===== src/rtl/safe_lock_ctrl_if.sv =====
// User/comparator side of the safe lock controller: entry strobe, comparator
// status, relock and alarm-clear requests in; lock status and failure count out.
interface safe_lock_ctrl_if;
    logic       enter;
    logic [1:0] status_in;
    logic       close;
    logic       clear_alarm;
    logic       unlocked;
    logic       penalty;
    logic       alarm;
    logic [3:0] fail_cnt;

    modport master (
        output enter, status_in, close, clear_alarm,
        input  unlocked, penalty, alarm, fail_cnt
    );

    modport slave (
        input  enter, status_in, close, clear_alarm,
        output unlocked, penalty, alarm, fail_cnt
    );
endinterface


===== src/rtl/safe_lock_ctrl.sv =====
// Lock controller behind the code comparator: timed open window, retry penalty
// after each wrong code, and a latched alarm after MAX_TRIES consecutive failures.
module safe_lock_ctrl #(
    parameter int MAX_TRIES      = 3,
    parameter int OPEN_CYCLES    = 16,
    parameter int PENALTY_CYCLES = 32
) (
    input logic           clk,
    input logic           rst_n,
    safe_lock_ctrl_if.slave bus
);

    localparam int TIMER_MAX = (OPEN_CYCLES > PENALTY_CYCLES) ? OPEN_CYCLES : PENALTY_CYCLES;
    localparam int TIMER_W   = (TIMER_MAX > 1) ? $clog2(TIMER_MAX) : 1;

    localparam logic [TIMER_W-1:0] OPEN_LOAD    = TIMER_W'(OPEN_CYCLES - 1);
    localparam logic [TIMER_W-1:0] PENALTY_LOAD = TIMER_W'(PENALTY_CYCLES - 1);
    localparam logic [TIMER_W-1:0] TIMER_STEP   = TIMER_W'(1);
    localparam logic [3:0]         MAX_CNT      = 4'(MAX_TRIES);
    localparam logic [1:0]         ST_MATCH     = 2'b10;

    typedef enum logic [1:0] {
        LOCKED,
        OPEN,
        PENALTY,
        ALARM
    } state_t;

    state_t             state;
    logic [TIMER_W-1:0] timer;
    logic [3:0]         fail_cnt;
    logic               unlocked;
    logic               penalty;
    logic               alarm;
    logic [3:0]         fail_inc;
    logic               timer_done;

    // Saturating increment: the count can never wrap past MAX_TRIES.
    assign fail_inc   = (fail_cnt >= MAX_CNT) ? MAX_CNT : fail_cnt + 4'd1;
    assign timer_done = (timer == '0);

    always_ff @(posedge clk or negedge rst_n) begin
        if (!rst_n) begin
            state    <= LOCKED;
            timer    <= '0;
            fail_cnt <= '0;
            unlocked <= 1'b0;
            penalty  <= 1'b0;
            alarm    <= 1'b0;
        end else begin
            unique case (state)
                LOCKED: begin
                    if (bus.enter) begin
                        if (bus.status_in == ST_MATCH) begin
                            state    <= OPEN;
                            unlocked <= 1'b1;
                            fail_cnt <= '0;
                            timer    <= OPEN_LOAD;
                        end else begin
                            // Invalid status codes are treated as a wrong code.
                            fail_cnt <= fail_inc;
                            if (fail_inc == MAX_CNT) begin
                                state <= ALARM;
                                alarm <= 1'b1;
                            end else begin
                                state   <= PENALTY;
                                penalty <= 1'b1;
                                timer   <= PENALTY_LOAD;
                            end
                        end
                    end
                end

                OPEN: begin
                    if (timer_done || bus.close) begin
                        state    <= LOCKED;
                        unlocked <= 1'b0;
                        timer    <= '0;
                    end else begin
                        timer <= timer - TIMER_STEP;
                    end
                end

                PENALTY: begin
                    // Entries during the penalty are dropped, not queued.
                    if (timer_done) begin
                        state   <= LOCKED;
                        penalty <= 1'b0;
                    end else begin
                        timer <= timer - TIMER_STEP;
                    end
                end

                ALARM: begin
                    if (bus.clear_alarm) begin
                        state    <= LOCKED;
                        alarm    <= 1'b0;
                        fail_cnt <= '0;
                    end
                end

                default: begin
                    state    <= LOCKED;
                    timer    <= '0;
                    unlocked <= 1'b0;
                    penalty  <= 1'b0;
                    alarm    <= 1'b0;
                end
            endcase
        end
    end

    assign bus.unlocked = unlocked;
    assign bus.penalty  = penalty;
    assign bus.alarm    = alarm;
    assign bus.fail_cnt = fail_cnt;

endmodule


===== src/flat_wrapper.sv =====
// flat-port wrapper written by rule: the top's interface ports become plain ports
module safe_lock_ctrl_flat 
#(
    parameter int MAX_TRIES      = 3,
    parameter int OPEN_CYCLES    = 16,
    parameter int PENALTY_CYCLES = 32
)
  (clk, rst_n, bus_enter, bus_status_in, bus_close, bus_clear_alarm, bus_unlocked, bus_penalty, bus_alarm, bus_fail_cnt);
  safe_lock_ctrl_if bus_i ();
  input logic clk;
  input logic rst_n;
  input wire logic [$bits(bus_i.enter)-1:0] bus_enter;
  input wire logic [$bits(bus_i.status_in)-1:0] bus_status_in;
  input wire logic [$bits(bus_i.close)-1:0] bus_close;
  input wire logic [$bits(bus_i.clear_alarm)-1:0] bus_clear_alarm;
  output wire logic [$bits(bus_i.unlocked)-1:0] bus_unlocked;
  output wire logic [$bits(bus_i.penalty)-1:0] bus_penalty;
  output wire logic [$bits(bus_i.alarm)-1:0] bus_alarm;
  output wire logic [$bits(bus_i.fail_cnt)-1:0] bus_fail_cnt;
  assign bus_i.enter = bus_enter;
  assign bus_i.status_in = bus_status_in;
  assign bus_i.close = bus_close;
  assign bus_i.clear_alarm = bus_clear_alarm;
  assign bus_unlocked = bus_i.unlocked;
  assign bus_penalty = bus_i.penalty;
  assign bus_alarm = bus_i.alarm;
  assign bus_fail_cnt = bus_i.fail_cnt;
  safe_lock_ctrl #(.MAX_TRIES(MAX_TRIES), .OPEN_CYCLES(OPEN_CYCLES), .PENALTY_CYCLES(PENALTY_CYCLES)) u_core (.clk(clk), .rst_n(rst_n), .bus(bus_i));
endmodule

===== config.mk =====
export PLATFORM = sky130hd
export DESIGN_NAME = safe_lock_ctrl_flat
export DESIGN_NICKNAME = d
export VERILOG_FILES = /design/src/rtl/safe_lock_ctrl_if.sv /design/src/rtl/safe_lock_ctrl.sv /design/src/flat_wrapper.sv
export SDC_FILE = /design/constraint.sdc
export NUM_CORES = 1
export LEC_CHECK = 0
export ABC_CLOCK_PERIOD_IN_PS = 6000
export CAP_MARGIN = 20
export CORE_MARGIN = 4
export CORE_UTILIZATION = 55
export DETAILED_ROUTE_END_ITERATION = 7
export GPL_ROUTABILITY_DRIVEN = 0
export PLACE_DENSITY_LB_ADDON = 0.05
export SLEW_MARGIN = 40
export SYNTH_ARGS = -nofsm -noshare
export SYNTH_HDL_FRONTEND = slang
export SYNTH_SLANG_ARGS = --single-unit

===== constraint.sdc =====
create_clock -name clk -period 6 [get_ports clk]
set_clock_uncertainty 0.05 [all_clocks]
set_input_delay 1.2 -clock clk [delete_from_list [all_inputs] [get_ports clk]]
set_output_delay 1.2 -clock clk [all_outputs]
set_load 0.02 [all_outputs]

* Word level (Yosys, flattened, before mapping)
Index checks and enable logic that the tools add are counted.
W data, S select, Z words.
** Operators by class
- $mul :: 0
- Equality and inequality tests :: 15
- Divide/modulo/power cells :: 0
- Reductions and logical operators :: 13
- Mux-type cells :: 32
- Shift operators :: 0
- $lt $le $gt $ge :: 1
- Bitwise gates (word level) :: 0
- Add/sub/neg operators :: 2
** Operators by type and width (count)
- $mux W5 :: 5
- $mux W4 :: 4
- $pmux W5 S3 :: 1
- $mux W1 :: 12
- $reduce_and A4 Y1 :: 3
- $mux W2 :: 5
- $ne A2 B2 Y1 const B :: 5
- $reduce_and A5 Y1 :: 2
- $ne A2 B1 Y1 const B :: 4
- $pmux W2 S4 :: 1
- $pmux W4 S2 :: 1
- $eq A2 B2 Y1 const B :: 3
- $pmux W1 S2 :: 3
- $reduce_bool A2 Y1 :: 3
- $logic_not A5 Y1 :: 1
- $sub A5 B1 Y5 const B :: 1
- $add A4 B1 Y4 const B :: 1
- $eq A4 B2 Y1 const B :: 1
- $ge A4 B2 Y1 const B :: 1
- $ne A3 B2 Y1 const B :: 1
- $reduce_and A3 Y1 :: 1
- $reduce_bool A3 Y1 :: 1
- $eq A2 B1 Y1 const B :: 1
- $logic_not A2 Y1 :: 1
- $logic_or A1 B1 Y1 :: 1
** Word-level totals
- Memory bits (writable) :: 0
- Latch bits :: 0
- Word-level logic and storage cells :: 69
- Input port bits :: 7
- Output and inout port bits :: 7
- Bits in registers :: 14
- Memories kept :: 0
- Memory bits (read-only) :: 0

* Depth between registers and ports, before layout
Gate-level depths: netlist (run 1).
- Word-level depth :: 7
- Gate-level depth with buffers :: 6
- Mapped depth without buffers :: 6

* Least setup slack after synthesis (run 1)
Ideal clock, no wire load.
- Path kind :: input to register
- Start :: input port bus_enter
- End :: register u_core.timer[0]
- Arrival time :: 2.098 ns
- Required time :: 5.825 ns
- Cell stages on the path :: 4
- Buffers on the path :: 0
- Path slack :: 3.727 ns
- Library setup time :: 0.125 ns
- Cell sequence :: nor2b_1 a211oi_2 o21a_1 mux2_2
** On the way
- Cells in the longest elaborated chain, start to end :: 2
** RTL lines
- start: declaration :: RTL line flat_wrapper.sv:12 : input wire logic [$bits(bus_i.enter)-1:0] bus_enter;
- $ne A2 B2 Y1 (no line)
- $reduce_and A4 Y1 (no line)
- end signal: assignment :: RTL line safe_lock_ctrl.sv:80 : timer <= timer - TIMER_STEP;
- end signal: assignment :: RTL line safe_lock_ctrl.sv:90 : timer <= timer - TIMER_STEP;
- end: declaration :: RTL line safe_lock_ctrl.sv:30 : logic [TIMER_W-1:0] timer;
No other way between the ends.
A chain may end at the register's enable or synchronous reset.

* Final worst setup path (run 1)
Ends and elaborated chain as after synthesis.

==> results of run 1 <==
==> synthesized netlist by cell type <==
cell,instances
dfrtp_1,14
a31oi_1,1
nand2_1,4
a21oi_4,1
or4b_2,1
o221ai_1,2
or3_4,1
ha_1,8
o221ai_2,1
o41a_1,1
o21ai_0,10
o31ai_1,1
nor4b_1,1
a21oi_1,1
nor2b_1,6
mux2i_1,3
and2_0,1
inv_1,7
o21a_1,2
nor3_1,3
a22o_1,4
a41oi_1,1
nor2_4,1
mux2_2,4
nand2b_1,3
or4b_4,1
a21boi_0,1
o211ai_1,1
o22ai_1,1
a211oi_2,1
a211oi_1,1
nor2_1,1
==> cells by family after synthesis <==
family                     after synthesis
DFF                                     14
adders and majority gates                8
AOI/OAI and AO/OA                       30
buffers and inverters                    7
and+or+nand+nor                         23
muxes                                    7
==> through the flow <==
stage / worst slack, ns / hold WS, ns / instance area [um^2] / instances / utilization [%]
2_1_floorplan: 3.73 / 0.455 / 932 / 89 / -
3_3_place_gp: 3.05 / 0.463 / 1080 / 118 / 69.4
3_5_place_dp: 3.02 / 0.474 / 1080 / 118 / 69.4
4_1_cts: 3.32 / 0.496 / 1120 / 122 / 71.7
5_1_grt: 3.21 / 0.522 / 1120 / 122 / 71.7
6_report: 3.28 / 0.496 / 1120 / 122 / 71.7
==> layer usage <==
| layer | GRT usage, % | vias to the layer above | wire [um] |
|---|---|---|---|
| met5 | 0 | - | 0 |
| met4 | 7.11 | 0 | 16 |
| met3 | 3.67 | 2 | 92 |
| met2 | 27.2 | 26 | 825 |
| met1 | 22.4 | 352 | 948 |
| li1 | - | 366 | - |
==> cell usage in the layout, fill, tap and decap left out, drive strengths merged <==
master / n
a211oi: 2
a21boi: 1
a21oi: 2
a22o: 4
a31oi: 1
a41oi: 1
and2: 1
clkbuf: 4
clkdlybuf4s50: 13
dfrtp: 14
ha: 8
inv: 7
mux2: 4
mux2i: 3
nand2: 4
nand2b: 3
nor2: 2
nor2b: 6
nor3: 3
nor4b: 1
o211ai: 1
o21a: 2
o21ai: 10
o221ai: 3
o22ai: 1
o31ai: 1
o41a: 1
or3: 1
or4b: 2
==> cell type report <==
type / instances / area share (%)
inverters: 7 / 2.35
flip-flops and latches: 14 / 31.3
clock buffers: 4 / 3.24
repair buffers: 13 / 11.6
well taps: 16 / 1.79
multi-input cells: 68 / 49.7
==> registers in the layout, summed over array words and instances (netlist names) <==
name / count
u_core.bus.unlocked: 1
u_core.bus.penalty: 1
u_core.state: 2
u_core.bus.alarm: 1
u_core.timer: 5
u_core.bus.fail_cnt: 4
==> worst paths after layout <==
kind                       depth (start not counted)                             from                            endpoint
max reg2reg                                        6      u_core.state[0]$_DFFE_PN0P_         u_core.timer[0]$_DFFE_PN0P_
min                                                2  u_core.bus.unlocked$_DFFE_PN0P_     u_core.bus.unlocked$_DFFE_PN0P_
max in group asynchronous                          1                            rst_n  u_core.bus.fail_cnt[1]$_DFFE_PN0P_
min reg2reg                                        2  u_core.bus.unlocked$_DFFE_PN0P_     u_core.bus.unlocked$_DFFE_PN0P_
max                                                5                        bus_enter         u_core.timer[0]$_DFFE_PN0P_
min in group asynchronous                          1                            rst_n         u_core.timer[4]$_DFFE_PN0P_
==> power groups by stage <==
stage,Clock [mW],Combinational [mW],Sequential (mW)
2_1_floorplan,0,0.260,0.173
3_3_place_gp,0,0.348,0.166
3_5_place_dp,0,0.353,0.167
4_1_cts,0.0719,0.356,0.164
5_1_grt,0.0780,0.391,0.172
6_report,0.0713,0.357,0.165
==> critical path, delay by kind of cell <==
kind | cells | cell delay (ns)
mux | 1 | 0.36
compound gates | 2 | 0.62
buf+inv | 1 | 0.57
simple gates | 1 | 0.10
==> metrics.md, run 1 <==
| Metric | Value |
|---|---|
| Net Count, Synth | `104` |
| Multi-input gate area | `556 um^2` |
| Initial Util | `59.8%` |
| Clock share of power | `12.0%` |
| Worst-Margin Slew | `0.637 ns` |
| Share of cells above drive strength 1 | `14.2%` |
| Final TNS setup | `0 ns` |
| Combinational Power Share | `60.2%` |
| CTS-repair resized insts | `0` |
| Endpoint class of the critical path | `flip-flop` |
| Root buffer cell | `clkbuf_4` |
| Synth top area share | `37.6%` |
| Iter 0 DRT Violations | `14` |
| Cts hold-fix bufs | `0` |
| Leakage | `0.482 nW` |
| Antenna Cells | `0` |
| Power Total | `0.594 mW` |
| CP arrival | `2.85 ns` |
| Antenna Nets Post-Route | `0` |
| P_sw | `0.255 mW` |
| Final Hold Fails | `0` |
| Sequential share of power | `27.8%` |
| Pwr Density | `531 mW/mm^2` |
| CP Max Fanout | `6` |
| Synth Cell Area | `932 um^2` |
| Relative slew slack | `57.4%` |
| Post-CTS Repair Setup Buffers | `0` |
| Post-synthesis mux area share | `8.05%` |
| Wire per inst | `15.4 um` |
| Via density | `6.11` |
| DIE WIDTH | `49.2 um` |
| I/O pin count | `14` |
| Post-synthesis cell type count | `32` |
| Post-Synth Adder-Cell Area | `10.7%` |
| CTS max path bufs | `2` |
| Simple-gate share of the synthesized area | `16.2%` |
| IO Port Bufs | `13` |
| Path type of the worst min-delay path | `flip-flop to flip-flop` |
| CP cell instances | `clkdlybuf4s50_1 -> nor2b_1 -> a211oi_2 -> o21a_1 -> mux2_2` |
| Layout fillers | `118` |
| Register area share after synthesis | `37.6%` |
| FP Rows | `14` |
| Clock sinks | `14` |
| Internal | `0.339 mW` |
| All-Layer GR Usage | `17.2%` |
| Synth Area in Compound Gates | `24.6%` |
| Top cells by area, synth | `dfrtp_1 (38%), ha_1 (11%), o21ai_0 (5.4%)` |
| Yosys reg bits | `14` |
| XOR/XNOR Fraction of Synth Area | `0%` |
| Number of global-route vias before repair | `740` |
| Pins over their slew limit | `0` |
| WL final | `1880 um` |
| Most area-hungry cell type in the Yosys netlist | `dfrtp_1` |
| CP required | `6.13 ns` |
| Skew-Pair Late Insertion Delay | `0.28 ns` |
| Tcrit/Tclk final | `45.4%` |
| Reg area | `350 um^2` |
| RSZ-0062 raised after global routing | `no` |
| Cts bufs inserted | `3` |
| Worst path slowest cell | `clkdlybuf4s50_1` |
| Final setup fails | `0` |
| Nets | `122` |
| Chip Height | `49.2 um` |
| Sw frac | `43.0%` |
| Status | `finished clean` |
| CTS tree | `built` |
| Syn avg cell area | `10.5 um^2` |
| Die Area | `0.00242 mm^2` |
| Reg clk slew, reported paths | `0.10 ns` |
| Grt ovf | `0` |
| Reg2Reg Setup Slack | `3.90 ns` |
| Crit path kind | `input pin to flip-flop` |
| First-pass iteration count of the detailed router | `4` |
| Maximum VDD drop | `332 uV` |
| Via count | `746` |
| Initial antenna violation count | `0` |
| Largest net degree at the start of global routing | `15` |
| Crit path launch type | `input pin` |
| DP HPWL | `1430 um` |
| H-tree depth | `1` |
| Max cap viols | `0` |
| Ys Warns | `0` |
| First-pass GRT wire length | `3260 um` |
| Core area | `0.00156 mm^2` |
| Crit path largest cell delay | `0.57 ns` |
| Layout area overhead | `20.0%` |
| Post-synthesis cell count | `89` |
| Highest clock rate | `367 MHz` |
| Main combinational cell family by area after synthesis | `compound AO/OA/AOI/OAI gates` |
| Clock period minus worst slack | `2.72 ns` |
| # DRC | `0` |
(Power assumes the default switching activity.)
==> inputs of run 2 (changes only) <==
- ABC_CLOCK_PERIOD_IN_PS: 6000 -> 2300
- CORE_UTILIZATION: 55 -> 47
- clock period: 6 -> 2.3 ns (I/O delays scaled with it)
==> run 2 against run 1 <==
Final area grew 2.5%. Highest routed layer unchanged. Global-route usage is 0.59 points higher. Power rose to 2.6 times the previous value. Register-to-register slack got worse by 3.6 ns. Largest power group unchanged. Die area rose by 14%. First-iteration DRC count grew 21%. Sequential power grew to 2.6 times the previous value. Utilization down 8.1 points. Via count is 3.4% higher.
==> metrics.md, run 2 (synthesized netlist as in run 1, its figures left out) <==
| Metric | Value |
|---|---|
| Status | `finished clean` |
| Cts bufs inserted | `3 (unchanged)` |
| Reg-to-reg critical path startpoint | `u_core.timer[0]$_DFFE_PN0P_` |
| WHS | `0.491 ns (-0.00484 ns)` |
| First-pass GRT wire length | `3480 um (+6.8%)` |
| Die Area | `0.00276 mm^2 (+14%)` |
| Final setup fails | `0 (unchanged)` |
| I/O pin count | `14 (unchanged)` |
| Iter 0 DRT Violations | `17 (+3)` |
| Worst-Margin Slew | `0.645 ns (+0.00833 ns)` |
| Core area | `0.00180 mm^2 (+16%)` |
| CP cell instances | `inv_1 -> ha_1 -> or4b_4 -> a21oi_4 -> o21ai_0 -> mux2_2` |
| Top reg by flops | `u_core.timer` |
| Crit path buffers/inverters | `1 (unchanged)` |
| Max cap viols | `0 (unchanged)` |
| Final instance area | `0.00115 mm^2 (+2.5%)` |
| Grt ovf | `0 (unchanged)` |
| Layout fillers | `169 (+43%)` |
| Via count | `771 (+3.4%)` |
| Clock sinks | `14 (unchanged)` |
| Post-CTS Repair Setup Buffers | `0 (unchanged)` |
| Most frequent cells in the layout | `dfrtp_1 (14), clkdlybuf4s50_1 (13), o21ai_0 (10)` |
| Crit path kind | `flip-flop to flip-flop` |
| CTS-repair resized insts | `0 (unchanged)` |
| Final TNS setup | `0 ns (unchanged)` |
| Final Hold Fails | `0 (unchanged)` |
| Antenna Nets Post-Route | `0 (unchanged)` |
| # DRC | `0 (unchanged)` |
| Initial antenna violation count | `0 (unchanged)` |
| Root buffer cell | `clkbuf_4` |
| CP arrival | `2.10 ns (-0.75 ns)` |
| Nets | `126 (+3.3%)` |
| Wire per inst | `14.5 um (-6.1%)` |
| Crit path launch type | `flip-flop` |
| Crit path largest cell delay | `0.51 ns (-0.06 ns)` |
| Largest net degree at the start of global routing | `15 (unchanged)` |
| Layout area overhead | `23.0%` |
| CTS max path bufs | `2 (unchanged)` |
| Tcrit/Tclk final | `86.3%` |
| Antenna Cells | `0 (unchanged)` |
| Clock period minus worst slack | `1.99 ns` |
| First-pass iteration count of the detailed router | `4 (unchanged)` |
| Commonest non-fill, non-tap cell in the layout | `dfrtp_1` |
| Worst path slowest cell | `or4b_4` |
| CTS tree | `built` |
| Skew-Pair Late Insertion Delay | `0.28 ns (about the same)` |
| Pins over their slew limit | `0 (unchanged)` |
| Placed cell area | `0.00112 mm^2 (+3.8%)` |
| RSZ-0062 raised after global routing | `no` |
| CP startpoint | `u_core.timer[0]$_DFFE_PN0P_` |
| CP Max Fanout | `8 (+2)` |
| Number of global-route vias before repair | `765 (+3.4%)` |
| Via density | `5.75 (-5.9%)` |
| Reg clk slew, reported paths | `0.08 ns (-0.02 ns)` |
| All-Layer GR Usage | `17.8% (+0.59 points)` |
| Share of cells above drive strength 1 | `16.5% (+2.4 points)` |
| Pwr Density | `1320 mW/mm^2 (+150%)` |
| IO Port Bufs | `13 (unchanged)` |
| H-tree depth | `1 (unchanged)` |
| CP required | `2.42 ns (-3.71 ns)` |
| Endpoint class of the critical path | `flip-flop` |
| Maximum VDD drop | `767 uV (+130%)` |
| FP Rows | `15 (+1)` |
| Largest regs | `u_core.timer: 5 flops, u_core.bus.fail_cnt: 4 flops, u_core.state: 2 flops` |
| Max FFs per register | `5 (unchanged)` |
| Delay-heaviest family, CP | `simple AND/OR/NAND/NOR gates` |
| WL final | `1940 um (+3.2%)` |
| Relative slew slack | `56.9% (-0.56 points)` |
| Worst hold start | `u_core.bus.unlocked$_DFFE_PN0P_` |
| Initial Util | `51.7% (-8.1 points)` |
| Highest clock rate | `504 MHz` |
| DP HPWL | `1520 um (+6.1%)` |
| DIE WIDTH | `52.5 um (+6.8%)` |
| Path type of the worst min-delay path | `flip-flop to flip-flop` |
| Leakage | `0.494 nW (+2.5%)` |
| Chip Height | `52.5 um (+6.8%)` |
| Cts hold-fix bufs | `0 (unchanged)` |
-- run 2: cell types whose count changed in the layout (fill, tap and decap cells not counted), sizes merged --
cell and change:
buf +4, clkbuf -1
-- run 2: worst reg2reg max path: stages (launching register included) --
cell and delay, ns:
dfrtp_1 0.41, inv_1 0.10, ha_1 0.18, or4b_4 0.51, a21oi_4 0.25, o21ai_0 0.11
mux2_2 0.27
-- run 2: final timing paths --
kind / endpoint / slack [ns] / cells after the start
setup / recovery: u_core.timer[1]$_DFFE_PN0P_ / 0.31 / 6
hold / removal: u_core.bus.unlocked$_DFFE_PN0P_ / 0.49 / 2
setup reg to reg: u_core.timer[1]$_DFFE_PN0P_ / 0.31 / 6
hold reg to reg: u_core.bus.unlocked$_DFFE_PN0P_ / 0.49 / 2
max in group asynchronous: u_core.bus.fail_cnt[3]$_DFFE_PN0P_ / 1.26 / 1
min in group asynchronous: u_core.timer[0]$_DFFE_PN0P_ / 0.52 / 1
-- run 2: power by group --
| group | total [mW] | switching (mW) | internal (mW) |
|---|---|---|---|
| clock network | 0.137 | 0.0760 | 0.0607 |
| registers | 0.431 | 0.0869 | 0.344 |
| logic | 0.950 | 0.484 | 0.466 |
-- run 2: metrics by stage --
step	power (mW)	util, %	instances	setup WS [ns]
2_1_floorplan	1.13	-	89	0.358
3_3_place_gp	1.36	62.4	131	0.292
3_5_place_dp	1.39	62.4	131	0.242
4_1_cts	1.54	63.6	134	0.308
5_1_grt	1.68	63.6	134	0.193
6_report	1.52	63.6	134	0.314
-- run 2: metal layers --
layer / wire, um / GRT usage [%] / vias to the layer above
met5: 0 / 0 / -
li1: - / - / 377
met1: 954 / 23.0 / 364
met2: 853 / 26.9 / 24
met4: 51 / 10.2 / 0
met3: 83 / 3.99 / 6
-- run 2: layout make-up --
cell class / instances / area (um^2) / share of cell area (%)
clock buffer: 3 / 22.5 / 1.97
inverter: 7 / 26.3 / 2.29
multi-input combinational: 68 / 556 / 48.5
sequential: 14 / 350 / 30.6
tap: 25 / 31.3 / 2.73
timing repair buffer: 17 / 160 / 14.0
==> inputs of run 3 (changes only) <==
- CORE_MARGIN: 4 -> 1.5
==> run 3 against run 2 <==
Setup slack worse by 0.017 ns. Non-clock buffer count did not move. First-iteration DRC count up 12%. Sequential share of layout area is 0.36 points lower. Final area rose by 1.2%. Largest power group unchanged.
==> metrics.md, run 3 (synthesized netlist as in run 1, its figures left out) <==
| Metric | Value |
|---|---|
| DP HPWL | `1530 um (+0.72%)` |
| Post-CTS Repair Setup Buffers | `0 (unchanged)` |
| H-tree depth | `1 (unchanged)` |
| Number of global-route vias before repair | `722 (-5.6%)` |
| Leakage | `0.501 nW (+1.5%)` |
| Top reg by flops | `u_core.timer` |
| Root buffer cell | `clkbuf_4` |
| Largest regs | `u_core.timer: 5 flops, u_core.bus.fail_cnt: 4 flops, u_core.state: 2 flops` |
| Max cap viols | `0 (unchanged)` |
| Most frequent cells in the layout | `dfrtp_1 (14), clkdlybuf4s50_1 (13), o21ai_0 (10)` |
| Largest net degree at the start of global routing | `15 (unchanged)` |
| Max FFs per register | `5 (unchanged)` |
| Layout fillers | `162 (-4.1%)` |
| Share of cells above drive strength 1 | `17.3% (+0.76 points)` |
| Initial antenna violation count | `0 (unchanged)` |
| Endpoint class of the critical path | `flip-flop` |
| Crit path launch type | `flip-flop` |
| Reg clk slew, reported paths | `0.09 ns (about the same)` |
| Wire per inst | `14.5 um (+0.13%)` |
| Status | `finished clean` |
| Highest clock rate | `499 MHz (-0.86%)` |
| # DRC | `0 (unchanged)` |
| RSZ-0062 raised after global routing | `no` |
| Final setup fails | `0 (unchanged)` |
| Clock period minus worst slack | `2.00 ns (+0.0172 ns)` |
| Reg-to-reg critical path startpoint | `u_core.timer[0]$_DFFE_PN0P_` |
| CP arrival | `2.13 ns (+0.03 ns)` |
| Final TNS setup | `0 ns (unchanged)` |
| IO Port Bufs | `13 (unchanged)` |
| First-pass GRT wire length | `3220 um (-7.5%)` |
| Chip Height | `47.5 um (-9.5%)` |
| Worst hold start | `u_core.bus.alarm$_DFFE_PN0P_` |
| Final Hold Fails | `0 (unchanged)` |
| Path type of the worst min-delay path | `flip-flop to flip-flop` |
| I/O pin count | `14 (unchanged)` |
| Cts bufs inserted | `3 (unchanged)` |
| CTS-repair resized insts | `0 (unchanged)` |
| FP Rows | `15 (unchanged)` |
| DIE WIDTH | `47.5 um (-9.5%)` |
| Grt ovf | `0 (unchanged)` |
| Iter 0 DRT Violations | `19 (+2)` |
| Clock sinks | `14 (unchanged)` |
| Maximum VDD drop | `829 uV (+8.1%)` |
| Crit path kind | `flip-flop to flip-flop` |
| CTS max path bufs | `2 (unchanged)` |
| CTS tree | `built` |
| Pwr Density | `1360 mW/mm^2 (+2.5%)` |
| Initial Util | `51.7% (unchanged)` |
| First-pass iteration count of the detailed router | `4 (unchanged)` |
| Die Area | `0.00226 mm^2 (-18%)` |
| WHS | `0.489 ns (-0.00212 ns)` |
| Cts hold-fix bufs | `0 (unchanged)` |
| CP required | `2.43 ns (about the same)` |
| Skew-Pair Late Insertion Delay | `0.28 ns (about the same)` |
| Commonest non-fill, non-tap cell in the layout | `dfrtp_1` |
| CP startpoint | `u_core.timer[0]$_DFFE_PN0P_` |
| Antenna Cells | `0 (unchanged)` |
| Core area | `0.00180 mm^2 (unchanged)` |
| WL final | `1960 um (+0.88%)` |
| CP Max Fanout | `8 (unchanged)` |
| Antenna Nets Post-Route | `0 (unchanged)` |
| Via density | `5.86 (+1.8%)` |
| Nets | `126 (unchanged)` |
| Pins over their slew limit | `0 (unchanged)` |
| Layout area overhead | `24.4%` |
| Relative slew slack | `57.7% (+0.82 points)` |
| Worst-Margin Slew | `0.633 ns (-0.0123 ns)` |
| Tcrit/Tclk final | `87.1% (+0.75 points)` |
| All-Layer GR Usage | `21.1% (+3.4 points)` |
| Via count | `791 (+2.6%)` |
run 3: cell count changes in the layout (fill, tap and decap cells not counted), sizes merged:
| cell | change |
|---|---|
| clkbuf | +1 |
run 3: power breakdown:
group          leakage, nW  internal (mW)  switching [mW]  total (mW)
sequential           0.162          0.344          0.0903       0.434
clock               0.0210         0.0964          0.0828       0.179
combinational        0.318          0.469           0.492       0.961
run 3: final timing paths:
path	slack [ns]	cells after the start	end
setup / recovery	0.30	6	u_core.timer[3]$_DFFE_PN0P_
hold / removal	0.49	1	u_core.bus.alarm$_DFFE_PN0P_
setup reg to reg	0.30	6	u_core.timer[3]$_DFFE_PN0P_
hold reg to reg	0.49	1	u_core.bus.alarm$_DFFE_PN0P_
max in group asynchronous	1.28	1	u_core.bus.unlocked$_DFFE_PN0P_
min in group asynchronous	0.51	1	u_core.timer[2]$_DFFE_PN0P_
run 3: final cells by class:
| cell class | count | area, um^2 | share of cell area (%) |
|---|---|---|---|
| Tap cell | 25 | 31.3 | 2.70 |
| Timing Repair Buffer | 17 | 160 | 13.8 |
| Inverter | 7 | 26.3 | 2.27 |
| Multi-Input combinational cell | 68 | 556 | 47.9 |
| Sequential cell | 14 | 350 | 30.2 |
| Clock buffer | 4 | 36.3 | 3.13 |
run 3: stage by stage:
step | worst slack, ns | cell area (um^2) | util (%) | total power, mW | cells
6_report | 0.297 | 1160 | 64.4 | 1.57 | 135
5_1_grt | 0.166 | 1160 | 64.4 | 1.72 | 135
4_1_cts | 0.310 | 1160 | 64.4 | 1.58 | 135
3_5_place_dp | 0.290 | 1120 | 62.4 | 1.40 | 131
3_3_place_gp | 0.292 | 1120 | 62.4 | 1.36 | 131
2_1_floorplan | 0.358 | 932 | - | 1.13 | 89
run 3: metal layers:
metal / global-route usage, % / part of all wire (%) / vias up / wire, um
met2: 35.9 / 48 / 30 / 935
met1: 26.2 / 45 / 379 / 889
li1: - / - / 378 / -
met5: 0 / 0 / - / 0
met4: 4.86 / 0.97 / 0 / 19
met3: 6.79 / 5.8 / 4 / 114
run 3: worst max-delay path, cell delays in order, from the launching register on:
cell	delay (ns)
dfrtp_1	0.42
inv_1	0.10
ha_1	0.19
or4b_4	0.51
a21oi_4	0.25
o221ai_1	0.17
a22o_1	0.20
